**config.mk**
```make
export PLATFORM = sky130hd
export DESIGN_NAME = fb_scan_reader_flat
export DESIGN_NICKNAME = d
export VERILOG_FILES = /design/src/rtl/fb_pkg.sv /design/src/rtl/fb_scan_reader_if.sv /design/src/rtl/fb_skid_buf.sv /design/src/rtl/fb_scan_reader.sv /design/src/flat_wrapper.sv
export SDC_FILE = /design/constraint.sdc
export NUM_CORES = 1
export LEC_CHECK = 0
export BUFFER_PORTS_ARGS = -buffer_cell sky130_fd_sc_hd__clkbuf_2
export CORE_MARGIN = 3
export CORE_UTILIZATION = 57
export CTS_CLUSTER_DIAMETER = 100
export CTS_CLUSTER_SIZE = 8
export DETAILED_ROUTE_END_ITERATION = 7
export GPL_TIMING_DRIVEN = 0
export PLACE_DENSITY = 0.86
export REMOVE_ABC_BUFFERS = 1
export SYNTH_ARGS = -nofsm -noshare
export SYNTH_HDL_FRONTEND = slang
export SYNTH_SLANG_ARGS = --single-unit
```
**constraint.sdc**
```tcl
create_clock -name clk -period 2.6 [get_ports clk]
set_input_delay 0.52 -clock clk [delete_from_list [all_inputs] [get_ports clk]]
set_output_delay 0.52 -clock clk [all_outputs]
set_load 0.01 [all_outputs]
```
**src/rtl/fb_pkg.sv**
```systemverilog
// Shared definitions for the frame-buffer scan reader.
//   FB_* localparams : default address/data widths and frame geometry.
//   scan_state_e     : raster scan state encoding.
//   pix_tag_t        : per-pixel frame/line markers carried next to each word.
package fb_pkg;

    localparam int FB_ADR_W       = 13;
    localparam int FB_DAT_W       = 16;
    localparam int FB_FRAME_WORDS = 4096;
    localparam int FB_LINE_WORDS  = 64;

    typedef enum logic [1:0] {
        ST_IDLE  = 2'd0,
        ST_RUN   = 2'd1,
        ST_DRAIN = 2'd2
    } scan_state_e;

    typedef struct packed {
        logic sof;
        logic eol;
        logic eof;
    } pix_tag_t;

endpackage

```
**src/rtl/fb_scan_reader_if.sv**
```systemverilog
// Pixel stream interface between the scan reader and the display stage.
//   m_valid/m_ready : valid/ready handshake
//   m_data          : pixel word
//   m_sof/m_eol/m_eof : first word of frame, last word of line, last word of frame
// master = scan reader, slave = downstream consumer.
interface fb_scan_reader_if
    import fb_pkg::*;
#(
    parameter int DAT_W = FB_DAT_W
);
    logic             m_valid;
    logic             m_ready;
    logic [DAT_W-1:0] m_data;
    logic             m_sof;
    logic             m_eol;
    logic             m_eof;

    modport master (output m_valid, m_data, m_sof, m_eol, m_eof, input m_ready);
    modport slave  (input m_valid, m_data, m_sof, m_eol, m_eof, output m_ready);
endinterface

```
**src/rtl/fb_skid_buf.sv**
```systemverilog
// Two-entry synchronous FIFO of {tag, data} that lands RAM read data.
//   i_push/i_tag/i_data : write side (ignored when full unless popping)
//   i_pop               : read side (ignored when empty)
//   i_flush             : drop all entries
//   o_valid/o_tag/o_data: head entry, o_occ: number of stored entries
module fb_skid_buf
    import fb_pkg::*;
#(
    parameter int DAT_W = FB_DAT_W
)(
    input  logic             clk,
    input  logic             rst,
    input  logic             i_push,
    input  logic             i_pop,
    input  logic             i_flush,
    input  pix_tag_t         i_tag,
    input  logic [DAT_W-1:0] i_data,
    output logic             o_valid,
    output pix_tag_t         o_tag,
    output logic [DAT_W-1:0] o_data,
    output logic [1:0]       o_occ
);
    localparam int ENT_W = DAT_W + 3;

    logic [ENT_W-1:0] r_mem [2];
    logic             r_wr_ptr;
    logic             r_rd_ptr;
    logic [1:0]       r_occ;
    logic             w_pop;
    logic             w_push;

    assign w_pop  = i_pop & (r_occ != 2'd0);
    // A full buffer still accepts a write when the head leaves in the same cycle.
    assign w_push = i_push & ((r_occ != 2'd2) | w_pop);

    // Storage, pointers and occupancy.
    always_ff @(posedge clk) begin
        if (rst) begin
            r_mem[0] <= {ENT_W{1'b0}};
            r_mem[1] <= {ENT_W{1'b0}};
            r_wr_ptr <= 1'b0;
            r_rd_ptr <= 1'b0;
            r_occ    <= 2'd0;
        end else if (i_flush) begin
            r_wr_ptr <= 1'b0;
            r_rd_ptr <= 1'b0;
            r_occ    <= 2'd0;
        end else begin
            if (w_push) begin
                r_mem[r_wr_ptr] <= {i_tag, i_data};
                r_wr_ptr        <= ~r_wr_ptr;
            end
            if (w_pop) begin
                r_rd_ptr <= ~r_rd_ptr;
            end
            r_occ <= r_occ + {1'b0, w_push} - {1'b0, w_pop};
        end
    end

    assign o_valid         = (r_occ != 2'd0);
    assign {o_tag, o_data} = r_mem[r_rd_ptr];
    assign o_occ           = r_occ;
endmodule

```
**src/rtl/fb_scan_reader.sv**
```systemverilog
// Raster scan reader: walks frame RAM port B and emits a tagged pixel stream.
//   clk, rst            : clock (also RAM clk_b), synchronous active-high reset
//   i_start/i_stop      : begin scan at address 0 / abort scan
//   i_continuous        : sampled at frame end, 1 = rescan without a gap
//   o_busy/o_frame_done : not idle / pulse after the eof handshake
//   o_en_b/o_re_b/o_adr_b, i_dat_b : RAM read port B (1-cycle read latency)
//   m_if                : pixel stream (master side)
module fb_scan_reader
    import fb_pkg::*;
#(
    parameter int ADR_W       = FB_ADR_W,
    parameter int DAT_W       = FB_DAT_W,
    parameter int FRAME_WORDS = FB_FRAME_WORDS,
    parameter int LINE_WORDS  = FB_LINE_WORDS
)(
    input  logic             clk,
    input  logic             rst,
    input  logic             i_start,
    input  logic             i_stop,
    input  logic             i_continuous,
    output logic             o_busy,
    output logic             o_frame_done,
    output logic             o_en_b,
    output logic             o_re_b,
    output logic [ADR_W-1:0] o_adr_b,
    input  logic [DAT_W-1:0] i_dat_b,
    fb_scan_reader_if.master m_if
);
    localparam int               COL_W    = (LINE_WORDS > 1) ? $clog2(LINE_WORDS) : 1;
    localparam logic [ADR_W-1:0] LAST_ADR = ADR_W'(FRAME_WORDS - 1);
    localparam logic [COL_W-1:0] LAST_COL = COL_W'(LINE_WORDS - 1);

    scan_state_e      r_state, w_state_nxt;
    logic             r_cont;
    logic             r_en_b;
    logic [ADR_W-1:0] r_adr_b;
    logic [ADR_W-1:0] r_nxt_adr;
    logic [COL_W-1:0] r_col;
    pix_tag_t         r_tag_s0;
    pix_tag_t         r_tag_s1;
    logic             r_rd_vld;
    logic             r_busy;
    logic             r_frame_done;

    logic             w_issue;
    logic             w_budget;
    logic             w_pop;
    logic             w_push;
    logic [ADR_W-1:0] w_iss_adr;
    logic [COL_W-1:0] w_iss_col;
    pix_tag_t         w_tag;
    logic             w_valid;
    pix_tag_t         w_out_tag;
    logic [DAT_W-1:0] w_out_data;
    logic [1:0]       w_occ;

    assign w_pop = w_valid & m_if.m_ready;

    // The RAM output register only reloads on en_b, so a word that cannot be
    // pushed yet stays valid on i_dat_b. The budget below guarantees en_b is
    // never high while such a word is waiting.
    assign w_push = r_rd_vld & ((w_occ != 2'd2) | w_pop);

    // Slots counted are buffered words plus the word landing this cycle.
    assign w_budget = (({1'b0, w_occ} + {2'b00, r_rd_vld}) < 3'd2) | w_pop;

    assign w_iss_adr = (r_state == ST_IDLE) ? {ADR_W{1'b0}} : r_nxt_adr;
    assign w_iss_col = (r_state == ST_IDLE) ? {COL_W{1'b0}} : r_col;
    assign w_tag     = {(w_iss_adr == {ADR_W{1'b0}}), (w_iss_col == LAST_COL), (w_iss_adr == LAST_ADR)};

    // Scan FSM next state and read-issue decision for the following cycle.
    always_comb begin
        w_state_nxt = r_state;
        w_issue     = 1'b0;
        case (r_state)
            ST_IDLE: begin
                if (i_start) begin
                    w_state_nxt = ST_RUN;
                    w_issue     = 1'b1;
                end else begin
                    w_state_nxt = ST_IDLE;
                end
            end
            ST_RUN: begin
                if (w_budget) begin
                    w_issue = 1'b1;
                    if (w_iss_adr == LAST_ADR) begin
                        w_state_nxt = ST_DRAIN;
                    end else begin
                        w_state_nxt = ST_RUN;
                    end
                end else begin
                    w_state_nxt = ST_RUN;
                end
            end
            ST_DRAIN: begin
                if (r_cont) begin
                    // Rescan decision was taken at frame end; keep issuing.
                    w_state_nxt = ST_RUN;
                    w_issue     = w_budget;
                end else if ((w_occ == 2'd0) && !r_rd_vld && !r_en_b) begin
                    w_state_nxt = ST_IDLE;
                end else begin
                    w_state_nxt = ST_DRAIN;
                end
            end
            default: begin
                w_state_nxt = ST_IDLE;
            end
        endcase
        if (i_stop) begin
            w_state_nxt = ST_IDLE;
            w_issue     = 1'b0;
        end else begin
            w_issue = w_issue;
        end
    end

    // State, read port, address/column counters and tag pipeline.
    always_ff @(posedge clk) begin
        if (rst) begin
            r_state      <= ST_IDLE;
            r_cont       <= 1'b0;
            r_en_b       <= 1'b0;
            r_adr_b      <= {ADR_W{1'b0}};
            r_nxt_adr    <= {ADR_W{1'b0}};
            r_col        <= {COL_W{1'b0}};
            r_tag_s0     <= 3'b000;
            r_tag_s1     <= 3'b000;
            r_rd_vld     <= 1'b0;
            r_busy       <= 1'b0;
            r_frame_done <= 1'b0;
        end else begin
            r_state      <= w_state_nxt;
            r_busy       <= (w_state_nxt != ST_IDLE);
            r_frame_done <= w_pop & w_out_tag.eof & ~i_stop;
            r_en_b       <= w_issue;
            if ((r_state == ST_RUN) && (w_state_nxt == ST_DRAIN)) begin
                r_cont <= i_continuous;
            end
            if (w_issue) begin
                r_adr_b   <= w_iss_adr;
                r_tag_s0  <= w_tag;
                r_nxt_adr <= (w_iss_adr == LAST_ADR) ? {ADR_W{1'b0}} : w_iss_adr + {{(ADR_W-1){1'b0}}, 1'b1};
                r_col     <= (w_iss_col == LAST_COL) ? {COL_W{1'b0}} : w_iss_col + {{(COL_W-1){1'b0}}, 1'b1};
            end
            if (r_en_b) begin
                r_tag_s1 <= r_tag_s0;
            end
            if (i_stop) begin
                r_nxt_adr <= {ADR_W{1'b0}};
                r_col     <= {COL_W{1'b0}};
                r_rd_vld  <= 1'b0;
            end else begin
                r_rd_vld <= r_en_b | (r_rd_vld & ~w_push);
            end
        end
    end

    fb_skid_buf #(.DAT_W(DAT_W)) u_buf (
        .clk     (clk),
        .rst     (rst),
        .i_push  (w_push),
        .i_pop   (w_pop),
        .i_flush (i_stop),
        .i_tag   (r_tag_s1),
        .i_data  (i_dat_b),
        .o_valid (w_valid),
        .o_tag   (w_out_tag),
        .o_data  (w_out_data),
        .o_occ   (w_occ)
    );

    assign o_busy       = r_busy;
    assign o_frame_done = r_frame_done;
    assign o_en_b       = r_en_b;
    assign o_re_b       = r_en_b;
    assign o_adr_b      = r_adr_b;

    assign m_if.m_valid = w_valid;
    assign m_if.m_data  = w_out_data;
    assign m_if.m_sof   = w_out_tag.sof;
    assign m_if.m_eol   = w_out_tag.eol;
    assign m_if.m_eof   = w_out_tag.eof;
endmodule

```
**src/flat_wrapper.sv**
```systemverilog
// flat-port wrapper written by rule: the top's interface ports become plain ports
module fb_scan_reader_flat import fb_pkg::*;
#(
    parameter int ADR_W       = FB_ADR_W,
    parameter int DAT_W       = FB_DAT_W,
    parameter int FRAME_WORDS = FB_FRAME_WORDS,
    parameter int LINE_WORDS  = FB_LINE_WORDS
)
  (clk, rst, i_start, i_stop, i_continuous, o_busy, o_frame_done, o_en_b, o_re_b, o_adr_b, i_dat_b, m_if_m_valid, m_if_m_data, m_if_m_sof, m_if_m_eol, m_if_m_eof, m_if_m_ready);
  fb_scan_reader_if #(.DAT_W(DAT_W)) m_if_i ();
  input  logic clk;
  input  logic rst;
  input  logic i_start;
  input  logic i_stop;
  input  logic i_continuous;
  output logic o_busy;
  output logic o_frame_done;
  output logic o_en_b;
  output logic o_re_b;
  output logic [ADR_W-1:0] o_adr_b;
  input  logic [DAT_W-1:0] i_dat_b;
  output wire logic [$bits(m_if_i.m_valid)-1:0] m_if_m_valid;
  output wire logic [$bits(m_if_i.m_data)-1:0] m_if_m_data;
  output wire logic [$bits(m_if_i.m_sof)-1:0] m_if_m_sof;
  output wire logic [$bits(m_if_i.m_eol)-1:0] m_if_m_eol;
  output wire logic [$bits(m_if_i.m_eof)-1:0] m_if_m_eof;
  input wire logic [$bits(m_if_i.m_ready)-1:0] m_if_m_ready;
  assign m_if_m_valid = m_if_i.m_valid;
  assign m_if_m_data = m_if_i.m_data;
  assign m_if_m_sof = m_if_i.m_sof;
  assign m_if_m_eol = m_if_i.m_eol;
  assign m_if_m_eof = m_if_i.m_eof;
  assign m_if_i.m_ready = m_if_m_ready;
  fb_scan_reader #(.ADR_W(ADR_W), .DAT_W(DAT_W), .FRAME_WORDS(FRAME_WORDS), .LINE_WORDS(LINE_WORDS)) u_core (.clk(clk), .rst(rst), .i_start(i_start), .i_stop(i_stop), .i_continuous(i_continuous), .o_busy(o_busy), .o_frame_done(o_frame_done), .o_en_b(o_en_b), .o_re_b(o_re_b), .o_adr_b(o_adr_b), .i_dat_b(i_dat_b), .m_if(m_if_i));
endmodule
```
== Yosys cells after proc, flatten, opt, wreduce, memory -nomap -nowiden ==
Memories as Yosys holds them, arrays and structs flattened. A register that Yosys moved wholly into a read port is not among the register bits.
Index checks and enable logic that the tools add are counted.

* RAM bits: 38
* Bits in registers: 49
* Logic and storage cells: 85
* Input bits: 22
* Memories kept: 1
* Output and inout bits: 37

{| class="wikitable"
|+ Memories
! name !! depth !! width !! rd ports !! clocked after Yosys merged registers in !! write ports !! RTL line !! source
|-
| u_core.u_buf.r_mem || 2 || 19 || 1 || 1 || 2 || fb_skid_buf.sv:25 || <nowiki>logic [ENT_W-1:0] r_mem [2];</nowiki>
|}

* Mux-type cells: 27
* Order comparisons: 1
* Equal/unequal tests: 6
* Reductions and logical operators: 12
* Bitwise logic cells: 15
* Add/subtract/negate cells: 5

{| class="wikitable"
|+ Operators with widths
! kind !! number
|-
| 13-bit 2-to-1 mux || 2
|-
| 19-bit 2-to-1 mux || 1
|-
| 19-bit OR reduction || 1
|-
| 1-bit 2-to-1 mux || 15
|-
| 13-bit by 1-bit adder with 13-bit output, second input constant || 1
|-
| 13-bit by 12-bit == test with 1-bit output, second input constant || 1
|-
| 13-bit zero test || 1
|-
| 6-bit 2-to-1 mux || 2
|-
| 2-bit 2-to-1 mux || 5
|-
| 1-bit bitwise AND || 7
|-
| 6-bit by 1-bit adder with 6-bit output, second input constant || 1
|-
| 6-bit == test, second input constant || 1
|-
| 2-bit case mux with 3 select lines || 1
|-
| 2-bit == test, second input constant || 2
|-
| 2-bit zero test || 2
|-
| 1-bit NOT || 4
|-
| 1-bit OR || 4
|-
| 2-bit nonzero test || 2
|-
| 2-bit by 1-bit adder with 3-bit output || 1
|-
| 1-bit logical AND || 3
|-
| 3-bit by 2-bit < comparator with 1-bit output, second input constant || 1
|-
| 1-bit case mux with 3 select lines || 1
|-
| 2-bit by 1-bit adder with 2-bit output || 1
|-
| 2-bit by 1-bit == test with 1-bit output, second input constant || 1
|-
| 4 further kinds || 5
|}

== Depth between registers and ports, before layout ==
Gate-level depths: netlist (run 1).

* Depth after elaboration: 11
* Depth in mapped cells: 10
* Mapped depth without buffers: 9

== Hierarchy ==
Synthesis (run 1) repeated with hierarchy kept, for this count alone.

* Cells, all modules: 394
* Area total of the unflattened synthesis: 4,062.6 µm²

{| class="wikitable"
|+ Modules (own cells, without submodules)
! module !! cells each !! area an instance (µm²) !! sequential area each (µm²) !! times used
|-
| fb_scan_reader || 266 || 2,148.3 || 900.9 || 1
|-
| fb_skid_buf || 128 || 1,914.3 || 1,241.2 || 1
|}

== Worst setup path before layout (run 1) ==
OpenSTA, ideal clock, no wires.

* Kind: register -> register
* Start: register u_core.r_state[1]
* End: register u_core.r_cont
* Cell stages (with the launch flop): 11
* Setup time: 0.115 ns
* Data arrival time: 2.207 ns
* Setup slack: 0.277 ns
* Required time: 2.485 ns
* Buffers on the path: 1
* Clock period less this slack: 2.323 ns
* Path through: dfxtp_1 -> or2_2 -> clkbuf_1 -> nand2_1 -> inv_1 -> ha_1 -> nand3_1 -> nor3_2 -> o211ai_1 -> o31a_1 -> o21ba_2

* Word-level cells in the longest chain between the ends: 9
* Elaborated cells between the ends (all ways): 11
* Those cells by class: eq/ne: 4; mux: 5; reduce/logical: 2

{| class="wikitable"
|+ Ends and longest elaborated chain
! what !! RTL line !! source
|-
| start, declared || fb_scan_reader.sv:33 || <nowiki>scan_state_e r_state, w_state_nxt;</nowiki>
|-
| start signal, assigned || fb_scan_reader.sv:134 || <nowiki>r_state <= w_state_nxt;</nowiki>
|-
| 2-bit zero test || fb_scan_reader.sv:67 || <nowiki>assign w_iss_adr = (r_state == ST_IDLE) ? {ADR_W{1'b0}} : r_nxt_adr;</nowiki>
|-
| 13-bit 2-to-1 mux || fb_scan_reader.sv:67 ||
|-
| via u_core.w_iss_adr[0] || fb_scan_reader.sv:49 || <nowiki>logic [ADR_W-1:0] w_iss_adr;</nowiki>
|-
| 13-bit by 12-bit == test with 1-bit output || fb_scan_reader.sv:87 || <nowiki>if (w_iss_adr == LAST_ADR) begin</nowiki>
|-
| 2-bit 2-to-1 mux || fb_scan_reader.sv:87 ||
|-
| 2-bit 2-to-1 mux || fb_scan_reader.sv:85 || <nowiki>if (w_budget) begin</nowiki>
|-
| 2-bit case mux with 3 select lines || fb_scan_reader.sv:75 || <nowiki>case (r_state)</nowiki>
|-
| 2-bit 2-to-1 mux || fb_scan_reader.sv:111 || <nowiki>if (i_stop) begin</nowiki>
|-
| 2-bit == test || fb_scan_reader.sv:138 || <nowiki>if ((r_state == ST_RUN) && (w_state_nxt == ST_DRAIN)) begin</nowiki>
|-
| 1-bit logical AND || fb_scan_reader.sv:138 ||
|-
| end signal, assigned || fb_scan_reader.sv:139 || <nowiki>r_cont <= i_continuous;</nowiki>
|-
| end, declared || fb_scan_reader.sv:34 || <nowiki>logic r_cont;</nowiki>
|}

The timed path passes the listed nets, and every way through them passes these cells.
A chain may end at the register's enable or synchronous reset.

== Worst setup path after layout (run 1) ==
Ends and elaborated chain as after synthesis.

==> flow_summary.toml, run 1 <==
[status]
outcome = "finished, final reports clean"

[global_routing]
gr-usage-all-layers_pct = 20.6
grt_pass1_wl_mm = 12.9
antenna_found_initial = 0
grt_pass1_vias = 2832
grt_max_degree = 32
overflow = 0

[sta]
hold_viol_final = 0
fin_crit_sh_pct = 92.6
period_minus_slack_ns = 2.41
rsz0062_at_grt = "no"
fmax_mhz = 415
drv_slew = 0
tns_ns = 0
tightest_slew_ns = 0.991
max-slew-margin-rel_pct = 34.0
fin_skew_ns = 0.00730
setup_violations = 0

[placement]
io_buffers = 58
dp_hpwl_mm = 5.35
dp_cells = 516
gp_congestion = 0.812

[floorplanning]
initial_utilization_pct = 60.6
core_sq_mm = 0.00657
die_h_microns = 89.6
die_x_microns = 89.6
die_area_sq_mm = 0.00802
io_pins = 59
num_rows = 29

[routing]
wl_mm = 8.05
met2WireLength_mm = 4.07
drtPass1Iterations = 4
drc = 0
drtIter0Drc = 170
top_layer = "met4"
met1Wirelength_mm = 3.37
via_per_inst = 5.74
antenna_left = 0
met3_length_microns = 470
vias = 3059
wl_per_cell_microns = 15.1

[cts]
tritoncts = "built"
ctsRootBufferMaster = "clkbuf_8"
clk_latency_ns = 0.36
numCtsBuffers = 9
post_cts_buffers = 0
clock_sinks = 88
htree_levels = 3
clockBufferDepth = 2
clkTransAtPathRegs_ns = 0.09
postCtsHoldBufs = 0

[power]
leakagePower_nw = 1.74
vdd_ir_drop_max_mv = 0.379
p_clk_share_pct = 36.1
intPower_mw = 1.96
seqPwrFrac_pct = 57.9
switchingPower_mw = 0.592
swShare_pct = 23.2
comb_power_share_pct = 6.0
power_density_mw_per_mm2 = 563

[synth]
synth-edff-count = 38
syn_area_per_cell_sq_um = 10.1
synth_area_sq_mm = 0.00398
yosysTopAreaCell = "edfxtp_1"
synth_ff_type = "dfxtp_1"
ys_ff_latch = 88
netlist_instances = 393
ys_seq_area_share_pct = 53.8
synthArstFlopShare_pct = 0
synth_cell_types = 49
synth_warnings = 0
synth_area_leaders = "edfxtp_1 (29%), dfxtp_1 (25%), and2_1 (6.4%)"
synth_top_area_share_pct = 28.7

[min_path]
hold_depth = 2
hp-start = "i_dat_b[4]"
hold_class = "in2reg"
hold_end = "u_core.u_buf.r_mem[0][4]"

[layout]
final_net_count = 462
n_antenna_cell = 0
syn2layout_area_growth_pct = 13.8
fin_cells = 533
num-fill-cells = 485
layout_commonest_cell = "clkbuf_2"
mostFrequentLayoutCells = "clkbuf_2 (58), dfxtp_1 (48), and2_1 (41)"
drive_above_1_share_pct = 25.5

[setup_path]
r2r_cells = 9
rr_endpoint = "u_core.r_cont"
critPathLaunchType = "flop"
crit_required_ns = 2.85
critPathMaxFanout = 15
arrival_ns = 2.66
crit_type = "reg2reg"
rrSetupSlack_ns = 0.19
rr_startpoint = "u_core.r_state[1]"
critPathCaptureType = "flop"

[flow_run]
cap_violations = 0
[metrics by stage]
| stage | hold slack (ns) | power, mW | utilization, % | cell area (sq um) | setup slack, ns |
|---|---|---|---|---|---|
| floorplan | 0.430 | 1.59 | - | 3850 | 0.126 |
| global placement | 0.439 | 1.65 | 64.9 | 4260 | -1.17 |
| CTS | 0.442 | 2.55 | 68.5 | 4500 | -0.116 |
| global route | 0.455 | 2.62 | 69.0 | 4530 | 0.0328 |
| detailed placement | 0.446 | 1.65 | 65.3 | 4290 | -0.317 |
| finish | 0.448 | 2.55 | 69.0 | 4530 | 0.191 |
[how the worst max path moves through the flow]
stage,startpoint,to,slack [ns],depth (start not counted)
2_1_floorplan,i_stop,u_core.u_buf.r_mem[0][0],0.13,3
3_3_place_gp,rst,u_core.u_buf.r_mem[1][6],-1.17,4
3_5_place_dp,rst,u_core.u_buf.r_mem[0][6],-0.32,5
4_1_cts,u_core.r_state[1],u_core.r_cont,-0.12,9
5_1_grt,u_core.r_state[0],u_core.r_cont,0.03,9
6_report,u_core.r_state[1],u_core.r_cont,0.19,9
[cell usage after synthesis, types with 4 or more instances]
library cell   n
dfxtp_1       50
and2_1        41
nand2_1       39
edfxtp_1      38
a21oi_1       31
nor2_1        26
nand3_1       25
clkbuf_1      21
mux2_2        20
buf_2          8
inv_1          7
o21ai_0        7
o211ai_1       6
or2_2          6
ha_1           5
nand4_1        5
nor3_1         5
a311oi_1       4
[flip-flops by register name, indices dropped and copies added (netlist names), named ones only]
register               count
u_core.r_state             2
u_core.r_nxt_adr          13
u_core.o_en_b              1
u_core.r_tag_s1            3
u_core.o_busy              1
u_core.u_buf.r_rd_ptr      1
u_core.u_buf.r_wr_ptr      1
u_core.r_rd_vld            1
u_core.r_col               6
u_core.o_adr_b            13
u_core.u_buf.o_occ         2
u_core.r_tag_s0            3
u_core.r_cont              1
u_core.o_frame_done        1
u_core.u_buf.r_mem        38
[worst max-delay path, cell delays in order (launching register included)]
cell      delay (ns)
dfxtp_2         0.43
or2_4           0.27
nand2_1         0.12
inv_1           0.09
ha_1            0.22
nand3_2         0.20
nor3_4          0.28
o211ai_1        0.21
o31a_1          0.27
o21ba_2         0.20
[kinds of logic after synthesis]
logic type / synth area share (%)
multiplexers: 6.41
flip-flops: 53.8
XOR/XNOR: 0.880
buffers and inverters: 3.83
AO/OA/AOI/OAI: 11.8
adder cells (fa/ha/maj): 1.57
AND/OR/NAND/NOR: 21.7
[timing repair]
item / CTS / global route
resized for setup: 4 / 6
pin swaps: 0 / 1
cloned: 0 / 1
endpoints found under the setup margin: 33 / 52
[power groups by stage]
stage / clock network (mW) / registers [mW] / logic (mW)
2_1_floorplan: 0 / 1.50 / 0.0839
3_3_place_gp: 0 / 1.50 / 0.143
3_5_place_dp: 0 / 1.51 / 0.147
4_1_cts: 0.925 / 1.47 / 0.151
5_1_grt: 0.971 / 1.48 / 0.169
6_report: 0.919 / 1.48 / 0.154
[area by class of cell]
class	instances	area, sq um	area share, %
Sequential cell	88	2140	47.3
Multi-Input combinational cell	269	1750	38.5
Timing Repair Buffer	60	309	6.82
Clock buffer	10	128	2.82
Tap cell	93	116	2.57
Clock inverter	6	60.1	1.33
Inverter	7	26.3	0.580
[routing by layer]
layer | track usage, % | up-vias
met3 | 3.01 | 14
met5 | 0 | -
li1 | - | 1484
met2 | 36.5 | 106
met4 | 9.07 | 0
met1 | 24.8 | 1455
(Power assumes the default switching activity.)
==> inputs of run 2 (changes only) <==
CORE_MARGIN = 1.5   (was 3)
==> run 2 against run 1 <==
Compared with the run above: clock skew down 0.0012 ns; clock-buffer cell count down 1; worst hold slack worse by 0.0083 ns; clock power down 6.5%; critical endpoint unchanged.
==> flow_summary.toml, run 2 (synthesis gave the netlist of run 1 again) <==
[status]
outcome = "finished, final reports clean"

[global_routing]
gr-usage-all-layers_pct = 21.9
grt_pass1_vias = 2815
grt_pass1_wl_mm = 12.8
antenna_found_initial = 0
overflow = 0
grt_max_degree = 32

[layout]
syn2layout_area_growth_pct = 13.0
num-fill-cells = 512
layout_commonest_cell = "clkbuf_2"
final_area_sq_mm = 0.00450
mostFrequentLayoutCells = "clkbuf_2 (58), dfxtp_1 (48), and2_1 (41)"
drive_above_1_share_pct = 25.8
largest_reg_flops = 38
n_antenna_cell = 0
final_net_count = 460
largest-register = "u_core.u_buf.r_mem"

[cts]
clockBufferDepth = 2
numCtsBuffers = 9
ctsRootBufferMaster = "clkbuf_8"
postCtsHoldBufs = 0
clk_latency_ns = 0.36
htree_levels = 3
tritoncts = "built"
clkTransAtPathRegs_ns = 0.09
clock_sinks = 88

[routing]
drtPass1Iterations = 4
wl_per_cell_microns = 15.1
wl_mm = 7.83
drtIter0Drc = 188
vias = 3014
antenna_left = 0
via_per_inst = 5.82
drc = 0

[setup_path]
critPathCaptureType = "flop"
rr_startpoint = "u_core.r_state[1]"
crit_type = "reg2reg"
rrSetupSlack_ns = 0.15
slowest_delay_ns = 0.44
arrival_ns = 2.71
critPathLaunchType = "flop"
rr_endpoint = "u_core.r_cont"
critPathMaxFanout = 15
crit_required_ns = 2.86
slowest_stage = "dfxtp_2"
r2r_cells = 9
crit_chain = "or2_4 -> nand2_1 -> inv_1 -> ha_1 -> nand3_2 -> nor3_4 -> o211ai_1 -> o31a_1 -> o21ba_2"

[floorplanning]
num_rows = 30
die_area_sq_mm = 0.00750
core_sq_mm = 0.00676
die_x_microns = 86.6
die_h_microns = 86.6
io_pins = 59
initial_utilization_pct = 58.9

[sta]
drv_slew = 0
tightest_slew_ns = 0.979
fin_ws_ns = 0.149
hold_slack_ns = 0.440
fin_skew_ns = 0.00614
hold_viol_final = 0
fin_crit_sh_pct = 94.3
period_minus_slack_ns = 2.45
setup_violations = 0
max-slew-margin-rel_pct = 34.7
rsz0062_at_grt = "yes"
fmax_mhz = 408

[power]
vdd_ir_drop_max_mv = 0.346
power_density_mw_per_mm2 = 553
leakagePower_nw = 1.73
total_power_mw = 2.49

[min_path]
hold_depth = 2
hold_end = "u_core.u_buf.r_mem[1][10]"
hold_class = "in2reg"
hp-start = "i_dat_b[10]"

[placement]
gp_congestion = 0.842
io_buffers = 58
dp_hpwl_mm = 5.13
place_ws_ns = -0.589
place_area_sq_mm = 0.00426

[flow_run]
cap_violations = 0
==> run 2: through the flow <==
stage | utilization, % | setup TNS, ns | cells
6_report | 66.6 | 0 | 518
5_1_grt | 66.6 | -0.0163 | 518
4_1_cts | 66.5 | 0 | 518
3_5_place_dp | 63.0 | -27.66 | 501
3_3_place_gp | 62.8 | -66.54 | 501
2_1_floorplan | - | 0 | 363
==> run 2: what timing repair did <==
action                                  4_1_cts  5_1_grt
gates resized for setup                       9        4
pin swaps                                     1        0
gates cloned                                  1        0
endpoints found under the setup margin       73       44
buffers inserted                              0        0
==> run 2: metal layers <==
metal,global-route usage (%),part of all wire (%),vias to the layer above
met5,0,0,-
met4,9.24,1.7,0
met3,4.38,4.6,13
met2,39.1,51,71
met1,25.6,42,1444
li1,-,-,1486
==> run 2: layout make-up <==
class,instances,area [sq um],area share [%]
Tap cell,80,100,2.22
Clock inverter,7,55.1,1.22
Timing Repair Buffer,58,290,6.45
Multi-Input combinational cell,269,1760,39.1
Sequential cell,88,2140,47.7
Clock buffer,9,124,2.75
Inverter,7,26.3,0.584
==> run 2: critical path: cells and delay by family (launching register included) <==
kind,cells,cell delay (ns)
adders and majority gates,1,0.22
AOI/OAI and AO/OA,3,0.70
buffers and inverters,1,0.09
DFF,1,0.44
and+or+nand+nor,4,0.90
==> run 2: worst max-delay path by stage <==
stage / start / endpoint / slack (ns) / depth (start not counted)
after detailed placement: rst / u_core.u_buf.r_mem[0][6] / -0.59 / 4
after global placement: rst / u_core.u_buf.r_mem[1][6] / -1.16 / 4
after global routing: u_core.r_state[1] / u_core.r_cont / -0.02 / 9
after CTS: rst / u_core.u_buf.r_mem[1][11] / 0.04 / 4
after floorplan: i_stop / u_core.u_buf.r_mem[0][0] / 0.13 / 3
final: u_core.r_state[1] / u_core.r_cont / 0.15 / 9
==> run 2: report_power, final <==
part	switching, mW	internal (mW)	total, mW
Sequential	0.0120	1.46	1.47
Clock	0.504	0.355	0.859
Combinational	0.101	0.0534	0.155
